`config.mk`:
```
export PLATFORM = sky130hd
export DESIGN_NAME = pc_exc_unit
export DESIGN_NICKNAME = d
export VERILOG_FILES = /design/src/rtl/pc_exc_unit.sv
export SDC_FILE = /design/constraint.sdc
export NUM_CORES = 1
export LEC_CHECK = 0
export ABC_CLOCK_PERIOD_IN_PS = 2130
export CORE_ASPECT_RATIO = 0.6
export CORE_MARGIN = 2
export CORE_UTILIZATION = 39
export DETAILED_ROUTE_END_ITERATION = 6
export GPL_TIMING_DRIVEN = 0
export PLACE_DENSITY = 0.88
export SYNTH_ARGS = -nofsm -noshare
export SYNTH_HDL_FRONTEND = slang
export SYNTH_SLANG_ARGS = --single-unit
```
`constraint.sdc`:
```
create_clock -name clk -period 2.13 [get_ports clk]
set_input_delay 0.426 -clock clk [delete_from_list [all_inputs] [get_ports clk]]
set_output_delay 0.426 -clock clk [all_outputs]
set_load 0.03 [all_outputs]
```
`src/rtl/pc_exc_unit.sv`:
```
// pc_exc_unit: architectural PC and EPC registers with an exception-service FSM.
// Latency: a normal PC load shows one cycle after the edge; a handler PC shows at edge T+2+MEM_LAT.
// Backpressure: exc_busy stalls the control unit, and PC/exception inputs are ignored while it is high.
//
// Ports:
//   clk, reset            : rising-edge clock, synchronous active-high reset
//   pc_in                 : next-PC value from the PC-select mux
//   pc_write              : unconditional PC load
//   pc_write_cond         : branch load, taken when alu_zero ^ branch_ne
//   alu_zero, branch_ne   : branch condition inputs
//   exc_opcode/ovf/div0   : exception events, priority opcode > ovf > div0
//   mem_byte_in           : vector-table byte returned by memory
//   pc_out, epc_out       : current PC, and the saved PC fed back to the mux
//   exc_mem_addr          : vector address for the memory address mux
//   exc_mem_rd            : memory read request (REQ and WAIT states)
//   exc_busy              : exception sequence in progress
//   exc_cause             : latched cause code (1/2/3)
//
// Optional feature (macro PC_EXC_CAUSE_REG_EN): when it is defined, a cause
// register drives exc_cause. When it is undefined, exc_cause is tied to 0.
module pc_exc_unit #(
  parameter int               WIDTH      = 32,
  parameter logic [WIDTH-1:0] RESET_PC   = '0,
  parameter int               MEM_LAT    = 2,
  parameter int               VEC_OPCODE = 253,
  parameter int               VEC_OVF    = 254,
  parameter int               VEC_DIV0   = 255
) (
  input  logic             clk,
  input  logic             reset,
  input  logic [WIDTH-1:0] pc_in,
  input  logic             pc_write,
  input  logic             pc_write_cond,
  input  logic             alu_zero,
  input  logic             branch_ne,
  input  logic             exc_opcode,
  input  logic             exc_ovf,
  input  logic             exc_div0,
  input  logic [7:0]       mem_byte_in,
  output logic [WIDTH-1:0] pc_out,
  output logic [WIDTH-1:0] epc_out,
  output logic [WIDTH-1:0] exc_mem_addr,
  output logic             exc_mem_rd,
  output logic             exc_busy,
  output logic [1:0]       exc_cause
);

  localparam logic [1:0] S_IDLE = 2'd0;
  localparam logic [1:0] S_REQ  = 2'd1;
  localparam logic [1:0] S_WAIT = 2'd2;
  localparam logic [1:0] S_LOAD = 2'd3;

  // The counter only needs to hold MEM_LAT. Keep at least one bit so the
  // zero-latency build still has a legal vector.
  localparam int CW = (MEM_LAT > 1) ? $clog2(MEM_LAT + 1) : 1;

  logic [1:0]       state;
  logic [CW-1:0]    cnt;
  logic [WIDTH-1:0] pc_q;
  logic [WIDTH-1:0] epc_q;
  logic [WIDTH-1:0] vec_q;
  logic [WIDTH-1:0] vec_sel;
  logic             exc_any;
  logic             branch_take;

  assign exc_any     = exc_opcode | exc_ovf | exc_div0;
  assign branch_take = pc_write_cond & (alu_zero ^ branch_ne);

  always_comb begin
    vec_sel = WIDTH'(VEC_DIV0);
    if (exc_opcode)   vec_sel = WIDTH'(VEC_OPCODE);
    else if (exc_ovf) vec_sel = WIDTH'(VEC_OVF);
  end

  always_ff @(posedge clk) begin
    if (reset) begin
      state <= S_IDLE;
      cnt   <= '0;
      pc_q  <= RESET_PC;
      epc_q <= '0;
      vec_q <= '0;
    end else begin
      case (state)
        S_IDLE: begin
          // An exception takes precedence over any PC write in the same cycle.
          if (exc_any) begin
            epc_q <= pc_q - WIDTH'(4);
            vec_q <= vec_sel;
            state <= S_REQ;
          end else if (pc_write || branch_take) begin
            pc_q <= pc_in;
          end
        end
        S_REQ: begin
          if (MEM_LAT > 0) begin
            cnt   <= CW'(MEM_LAT);
            state <= S_WAIT;
          end else begin
            state <= S_LOAD;
          end
        end
        S_WAIT: begin
          if (cnt == CW'(1)) state <= S_LOAD;
          else               cnt   <= cnt - CW'(1);
        end
        S_LOAD: begin
          pc_q  <= {{(WIDTH-8){1'b0}}, mem_byte_in};
          state <= S_IDLE;
        end
        default: state <= S_IDLE;
      endcase
    end
  end

  assign pc_out       = pc_q;
  assign epc_out      = epc_q;
  assign exc_mem_addr = vec_q;
  assign exc_busy     = (state != S_IDLE);
  assign exc_mem_rd   = (state == S_REQ) || (state == S_WAIT);

`ifdef PC_EXC_CAUSE_REG_EN
  logic [1:0] cause_q;
  logic [1:0] cause_sel;

  always_comb begin
    cause_sel = 2'd3;
    if (exc_opcode)   cause_sel = 2'd1;
    else if (exc_ovf) cause_sel = 2'd2;
  end

  always_ff @(posedge clk) begin
    if (reset)                          cause_q <= 2'd0;
    else if (state == S_IDLE && exc_any) cause_q <= cause_sel;
  end

  assign exc_cause = cause_q;
`else
  assign exc_cause = 2'b00;
`endif

endmodule

```
==> results_dict.tcl <==
set metrics [dict create \
    fin_ws_ps -245 \
    crit_type "reg -> reg" \
    yosys_register_bits 71 \
    critPathTopFamily "simple AND/OR/NAND/NOR gates" \
    fin_crit_ps 2370 \
    finalCritPeriodShare 1.11 \
    syn-cell-area_sq_um 3490 \
    cts_buffer_depth 2 \
    p_total_mw 7.36 \
    avgSynthCellArea_sq_um 8.98 \
    diodes 0 \
    start_util 0.407 \
    cap_violations 0 \
    skew_ps 6.23 \
    final_cells 683 \
    synth-main-ff-cell "dfxtp_1" \
    wl_met2_microns 5720 \
    rrSetupSlack_ps -240 \
    violations "DRC, setup timing" \
    root_buffer "clkbuf_16" \
    met1_length_microns 5070 \
    synth_edf_count 0 \
    synth_common_cells "71 x dfxtp_1, 31 x buf_4, 25 x nor2_1" \
    drt.antenna.violating_nets 0 \
    ctsHoldBuffers 0 \
    synthMostInstantiatedCell "dfxtp_1" \
    final_core_util 0.649 \
    grt_pass1_wl_microns 19500 \
    yosysWarnings 0 \
    post_dp_cell_area_sq_um 4990 \
    fin_tns_setup_ps -1030 \
    end_kind "flop" \
    drt_iter0_drc 490 \
    synthTopCellsByArea "dfxtp_1 41%, buf_4 6.7%, a22o_1 5.5%, o21ai_0 3.0%, or4_1 3.0%" \
    grt_util_all_layers 0.253 \
    whs_path_depth 2 \
    crit_chain "or4_4 -> or4_4 -> buf_6 -> or4_1 -> a31oi_1" \
    die_x_microns 126 \
    grt_pass1_vias 3642 \
    synth_top_area_frac 0.407 \
    max-vdd-ir-drop_v 0.000757 \
    status "finished, violations left" \
    die_area_sq_um 9760 \
    hold_path_class "reg -> reg" \
    worstPathRequired_ps 2380 \
    timing.rr.end "epc_out[31]" \
    arrival_ps 2620 \
    hold_viol 0 \
    netlist_instances 389 \
    ys_types 48 \
    fp.dieH_microns 77.3 \
    drt-total-wl_microns 12800 \
    wl_per_cell_microns 18.7 \
    hpwlAfterDp_microns 8670 \
    core_area_sq_um 8590 \
    gp_congestion 0.900 \
    final_area_sq_um 5570 \
    grt_overflow_total 0 \
    top_layer "met4" \
    worst_slew_pin_slew_ps 601 \
    async_reset_ff_frac 0 \
    cts_tree "done" \
    drc 8 \
    cts.clk_slew.worst_paths_ps 60 \
    setup_viol 8 \
    pre_cts_ws_ps -1260 \
    critical_path_buf_inv_count 1 \
    dr.pass1.iters 7 \
    cts_max_level 3 \
    worstHoldStart "epc_out[1]" \
    hold_end "epc_out[1]" \
    clock_sinks 71 \
    relSlewSlack 0.600 \
    rsz0062_at_grt "true" \
    insertion_delay_ps 340 \
    crit_path_top_delay_cell "or4_4" \
    p_per_area_nw_per_um2 1320 \
    drive_gt1_frac 0.217 \
    total_leakage_power_nw 2.43 \
    portBuffers 122 \
    yosysTopAreaCell "dfxtp_1" \
    antenna_found_initial 0 \
    num_vias 3864 \
    ios 149 \
    fmax_ghz 0.421 \
    cp_common_cell "or4_4" \
    cp_slowest_stage_delay_ps 570 \
    place_inst 648 \
    synthToLayoutAreaGrowth_pct 59.5 \
    fin_nets 621 \
    drv_slew 0 \
    crit_fanout 3 \
    holdWs_ps 473 \
    rr_startpoint "pc_out[13]" \
    r2r_cells 5 \
    fillers 682 \
    vias_per_cell 5.66 \
    met3_length_microns 1590 \
    startpoint_type "flop" \
    cts_made_buffers 9 \
    rows 26 \
    ys_seq_area_frac 0.407 \
    grt_max_degree 13 \
]
## layout by cell type, fill, tap and decap left out, drive strengths merged, types with 2 or more instances in the layout
cell type / count
clkdlybuf4s50: 120
dfxtp: 71
buf: 54
clkbuf: 33
conb: 26
nor2: 25
nand2: 24
a22o: 23
o21ai: 21
or4: 17
a31oi: 11
o31ai: 11
or3: 10
a21oi: 9
mux2i: 9
inv: 9
mux2: 8
nor3: 8
a211oi: 7
nand3: 7
or2: 7
nand4: 6
xnor2: 6
ha: 6
nor4: 6
xor2: 5
a311oi: 5
and3: 3
nor2b: 3
o31a: 2
clkinvlp: 2
nor3b: 2
## state kept, by name (all words and copies together), names as in the netlist
name	cells
epc_out	32
pc_out	32
exc_mem_addr	3
cnt	2
state	2
## where the power goes
part	total, mW	switching (mW)	internal (mW)
Combinational	3.88	2.31	1.57
Sequential	1.95	0.262	1.69
Clock	1.52	0.588	0.937
Total	7.36	3.16	4.20
## cells by family after synthesis
| kind of cell | after synthesis | synth area share |
|---|---|---|
| xor gates and xnor gates | 11 | 0.0276 |
| muxes | 17 | 0.0516 |
| other | 1 | 0.00107 |
| buffers and inverters | 64 | 0.105 |
| AOI/OAI and AO/OA | 96 | 0.194 |
| DFF | 71 | 0.407 |
| adders and majority gates | 6 | 0.0215 |
| and+or+nand+nor | 123 | 0.192 |
## final cells by class
cell class,instances,area [sq um],area share
inverters,8,30.0,0.00539
well taps,112,140,0.0252
multi-input cells,279,1920,0.345
repair buffers,143,1380,0.247
clock buffers,11,243,0.0436
clock inverters,5,56.3,0.0101
plain buffers,54,350,0.0629
flip-flops and latches,71,1450,0.261
## worst max-delay path by stage
stage	from	end	slack (ps)	cells past startpoint
after CTS	pc_out[13]	epc_out[25]	-110	5
after global routing	pc_out[13]	epc_out[31]	-230	5
after detailed placement	exc_opcode	pc_out[18]	-1260	6
after global placement	exc_opcode	pc_out[24]	-1080	6
final	pc_out[13]	epc_out[31]	-240	5
after floorplan	pc_out[9]	epc_out[25]	-90	5
## layer usage
| layer | track usage | vias to the layer above |
|---|---|---|
| met5 | 0 | - |
| met1 | 0.325 | 1798 |
| met4 | 0.0791 | 0 |
| li1 | - | 1734 |
| met3 | 0.0977 | 60 |
| met2 | 0.395 | 272 |
## tightest hold or removal path, delay by kind of cell (launching register included)
kind               cells  cell delay [ps]
DFF                    1              310
and+or+nand+nor        1               50
AOI/OAI and AO/OA      1               60
## what timing repair did
item,CTS,global route
buffers inserted,16,5
pin swaps,15,9
setup endpoints to repair,37,56
gates resized for setup,26,17
No activity file was read; power rests on OpenSTA's default activity.
